[config.mk]
export PLATFORM = sky130hd
export DESIGN_NAME = topk_result_drain
export DESIGN_NICKNAME = d
export VERILOG_FILES = /design/src/rtl/topk_result_drain.sv
export SDC_FILE = /design/constraint.sdc
export NUM_CORES = 1
export LEC_CHECK = 0
export BUFFER_PORTS_ARGS = -buffer_cell sky130_fd_sc_hd__buf_2
export CELL_PAD_IN_SITES_DETAIL_PLACEMENT = 1
export CELL_PAD_IN_SITES_GLOBAL_PLACEMENT = 2
export CORE_ASPECT_RATIO = 1.5
export CORE_MARGIN = 1
export CORE_UTILIZATION = 39
export DETAILED_ROUTE_END_ITERATION = 12
export PLACE_DENSITY = 0.95
export SLEW_MARGIN = 20
export SYNTH_ARGS = -nofsm -noshare
export SYNTH_HDL_FRONTEND = slang
export SYNTH_SLANG_ARGS = --single-unit
export TNS_END_PERCENT = 100
[constraint.sdc]
create_clock -name clk -period 32.3 [get_ports clk]
set_input_delay 3.23 -clock clk [delete_from_list [all_inputs] [get_ports clk]]
set_output_delay 3.23 -clock clk [all_outputs]
set_load 0.03 [all_outputs]
[src/rtl/topk_result_drain.sv]
// Drains a captured top-K neighbor snapshot as a ranked stream, nearest first.
// One entry per cycle is handed out through a valid/ready handshake, followed by a one-cycle done pulse.
module topk_result_drain #(
  parameter int K         = 8,
  parameter int BIT_WIDTH = 16,
  parameter int ID_WIDTH  = 16
) (
  input  logic                    clk,
  input  logic                    reset,
  input  logic                    load_valid,
  output logic                    load_ready,
  input  logic [K-1:0]            load_mask,
  input  logic [K*BIT_WIDTH-1:0]  load_dist,
  input  logic [K*ID_WIDTH-1:0]   load_id,
  output logic                    out_valid,
  input  logic                    out_ready,
  output logic [BIT_WIDTH-1:0]    out_dist,
  output logic [ID_WIDTH-1:0]     out_id,
  output logic [$clog2(K)-1:0]    out_rank,
  output logic                    out_last,
  input  logic                    abort,
  output logic                    done
);

  localparam int RW = $clog2(K);

  typedef enum logic [1:0] {IDLE, DRAIN, FINISH} state_t;

  state_t                        state_q, state_d;
  logic [K-1:0]                  pending_q, pending_d;
  logic [K-1:0][BIT_WIDTH-1:0]   dist_q, dist_d;
  logic [K-1:0][ID_WIDTH-1:0]    id_q, id_d;
  logic [RW-1:0]                 rank_q, rank_d;

  logic [RW-1:0]                 selIdx;
  logic [BIT_WIDTH-1:0]          selDist;
  logic                          selFound;
  logic                          lastOne;

  // Minimum search over pending slots; strict less-than keeps the lowest index on ties
  always_comb begin
    selIdx   = '0;
    selDist  = '0;
    selFound = 1'b0;
    for (int i = 0; i < K; i++) begin
      if (pending_q[i] && (!selFound || dist_q[i] < selDist)) begin
        selFound = 1'b1;
        selIdx   = RW'(i);
        selDist  = dist_q[i];
      end
    end
  end

  assign lastOne = (pending_q != '0) && ((pending_q & (pending_q - K'(1))) == '0);

  always_ff @(posedge clk or posedge reset) begin
    if (reset) begin
      state_q   <= IDLE;
      pending_q <= '0;
      dist_q    <= '0;
      id_q      <= '0;
      rank_q    <= '0;
    end else begin
      state_q   <= state_d;
      pending_q <= pending_d;
      dist_q    <= dist_d;
      id_q      <= id_d;
      rank_q    <= rank_d;
    end
  end

  // Abort takes priority over the output handshake; in IDLE it is simply ignored
  always_comb begin
    state_d    = state_q;
    pending_d  = pending_q;
    dist_d     = dist_q;
    id_d       = id_q;
    rank_d     = rank_q;
    load_ready = 1'b0;
    out_valid  = 1'b0;
    out_dist   = '0;
    out_id     = '0;
    out_rank   = '0;
    out_last   = 1'b0;
    done       = 1'b0;
    case (state_q)
      IDLE: begin
        load_ready = 1'b1;
        if (load_valid) begin
          pending_d = load_mask;
          dist_d    = load_dist;
          id_d      = load_id;
          rank_d    = '0;
          state_d   = (load_mask != '0) ? DRAIN : FINISH;
        end
      end
      DRAIN: begin
        out_valid = 1'b1;
        out_dist  = selDist;
        out_id    = id_q[selIdx];
        out_rank  = rank_q;
        out_last  = lastOne;
        if (abort) begin
          pending_d = '0;
          state_d   = IDLE;
        end else if (out_ready) begin
          pending_d[selIdx] = 1'b0;
          rank_d            = rank_q + RW'(1);
          if (lastOne) state_d = FINISH;
        end
      end
      FINISH: begin
        done      = !abort;
        pending_d = '0;
        state_d   = IDLE;
      end
      default: state_d = IDLE;
    endcase
  end

endmodule
==> run metrics <==
Worst Setup End Kind=output port; Clk pin slew, worst setup/hold paths=60 ps; Critical Path End=out_id[15]; Max-slew headroom=26.1%; Final Hold Violating Endpoints=0; Mapped Nets=1,840; clk root buf=clkbuf_16; Worst path slowest cell=dfrtp_1; final setup TNS=0 ps; Max Cap Viol=0; core outline area=0.0402 mm2; reg2reg setup slack=13,100 ps; crit path DAT=20,000 ps; reg2reg end=pending_q[0]$_DFFE_PP0P_; Worst Tran Pin Value=1110 ps; number of global-route vias before repair=14,400; Skew-Pair Late Insertion Delay=590 ps; M2 GR Usage=47.7%; initial antenna violation count=15; Final #Nets=2,111; DRT iter0 DRCs=632; register area share after synthesis=42.4%; Ports=308; Clock Tree Buf Depth=3; crit path time final=23,230 ps; Worst Path Required=29,070 ps; period utilisation layout=71.9%; via count=12,900; post-synth cell types=80; Post-Route WL=52,700 um; asr flop ratio synth=100%; Placed Area=0.0178 mm2; GR Util All Layers=25.4%; clock skew=18.6 ps; site row count=90; Initial Util=39.5%; setup violators final=0; Slew Viols, Final=0; most frequent CP cell=ha_1; Synth area leader=dfrtp_1; first-pass GRT wire length=82,000 um; cell area after synthesis=0.0159 mm2; Placer Congestion=0.849; postcts setup bufs=0; Main synth FF type=dfrtp_1; fmax=43.0 MHz; cts hold-fix bufs=0; grt peak-use layer=met2; slowest cell delay on critical path=950 ps; CTS Sinks=269; drt first pass iters=6; RSZ-0062 raised after global routing=false; Mapped Cells=1,461; fill count=4,420; DR DRC count=0; post-CTS resize count=0; Synth Area per Inst=10.9 um2; outcome=finished, final reports clean; critical-path maximum fanout=52; Worst Setup SP=pending_q[0]$_DFFE_PP0P_; Setup CP Type=register to output port; Layout area overhead=19.1%; die width=167 um; Hold Crit Class=register to register; wire length per cell=23.3 um; Post-DP HPWL=40,500 um; Yosys top cell area share=42.4%; reg2reg path depth=65; CTS buffer count=29; TritonCTS clock tree=done; yosys warns=0; crit path launch type=register; GR Util met1=27.1%; die area=0.0415 mm2; Seq cells post-synth=269; synth top area cells=dfrtp_1 (42%), mux2_2 (19%), ha_1 (8.7%), nand2_1 (2.6%), o21ai_0 (1.9%); total congestion overflow=0; EDFF count, synth=0; Post-DRT Antenna Nets=0; GR Util met3=4.34%; Die Span Y=249 um; # port buffers=307; H-tree levels=1; largest net degree at the start of global routing=140; vias per cell=5.71; final instance area=0.0189 mm2; Worst R2R Start=pending_q[0]$_DFFE_PP0P_; layout cells sized above 1=38.9%
==> through the flow <==
stage                     instances  worst slack, ps  util, %  hold WS (ps)
after floorplan                1461            12680        -           470
after global placement         2206            10230     44.4           484
after detailed placement       2206             9700     44.4           488
after CTS                      2257             9040     46.9           504
after global routing           2267             7490     47.0           516
final                          2267             9070     47.0           499
==> layout make-up <==
class / count / area (um2) / area share [%]
flip-flops and latches: 269 / 6730 / 35.6
diodes: 9 / 22.5 / 0.119
clock buffers: 37 / 806 / 4.26
inverters: 55 / 214 / 1.13
clock inverters: 14 / 199 / 1.05
repair buffers: 320 / 1650 / 8.75
multi-input cells: 1057 / 8640 / 45.7
well taps: 506 / 633 / 3.35
==> synth_stat cells, drive strengths merged, types with 9 or more instances <==
cell	n
o2bb2ai	15
nor2	56
a211oi	9
or2	16
and3	25
nand4	16
o21a	9
o31ai	9
nand3	15
inv	55
o31a	18
a21oi	52
and2	21
a21o	12
o211ai	33
dfrtp	269
a21boi	15
a222oi	11
clkbuf	57
buf	23
mux2i	17
nor2b	9
nand2	111
mux2	271
nor3	47
o21ai	66
o22ai	16
ha	110
==> worst min path at each step <==
stage	start	end	cells after the start
2_1_floorplan	id_q[72]$_DFFE_PP0P_	id_q[72]$_DFFE_PP0P_	1
3_3_place_gp	id_q[72]$_DFFE_PP0P_	id_q[72]$_DFFE_PP0P_	1
3_5_place_dp	id_q[121]$_DFFE_PP0P_	id_q[121]$_DFFE_PP0P_	1
4_1_cts	id_q[121]$_DFFE_PP0P_	id_q[121]$_DFFE_PP0P_	1
5_1_grt	id_q[112]$_DFFE_PP0P_	id_q[112]$_DFFE_PP0P_	1
6_report	id_q[121]$_DFFE_PP0P_	id_q[121]$_DFFE_PP0P_	1
==> cells by family (layout without fill, tap and decap cells) <==
group	count (synthesis)	in the layout	synth area share, %
compound gates	312	312	14.1
fa+ha+maj	110	110	8.67
simple gates	347	347	11.1
buf+inv	135	426	3.47
other cells	0	9	0
mux	288	288	20.3
flops	269	269	42.4
==> placed cells by master (no fill, tap or decap), drive strengths merged, types with 11 or more instances in the layout <==
| master | instances |
|---|---|
| and3 | 25 |
| ha | 110 |
| o211ai | 33 |
| and2 | 21 |
| or2 | 16 |
| o31a | 18 |
| buf | 320 |
| dfrtp | 269 |
| nor2 | 56 |
| o22ai | 16 |
| nand2 | 111 |
| o2bb2ai | 15 |
| a21oi | 52 |
| nand3 | 15 |
| nor3 | 47 |
| mux2 | 271 |
| inv | 58 |
| a222oi | 11 |
| a21boi | 15 |
| nand4 | 16 |
| clkbuf | 37 |
| o21ai | 66 |
| mux2i | 17 |
| a21o | 12 |
==> registers in the layout (all words and copies together), names as in the netlist <==
register and count:
pending_q 8, state_q 2, rank_q 3, id_q 128, dist_q 128
==> critical path, delay by kind of cell, from the launching register on <==
family	cells	cell delay, ps
compound gates	29	7000
fa+ha+maj	7	2100
buf+inv	4	1350
flops	1	950
mux	1	460
simple gates	24	7430
==> layer usage <==
metal / part of all wire [%] / vias to the layer above
li1: - / 5945
met1: 36 / 6440
met2: 54 / 390
met3: 5.0 / 149
met4: 5.1 / 10
met5: 0.11 / -
Power is left out: the tool's default activity adds up to more than one toggle a clock period on the data nets, which glitch-free logic cannot reach.
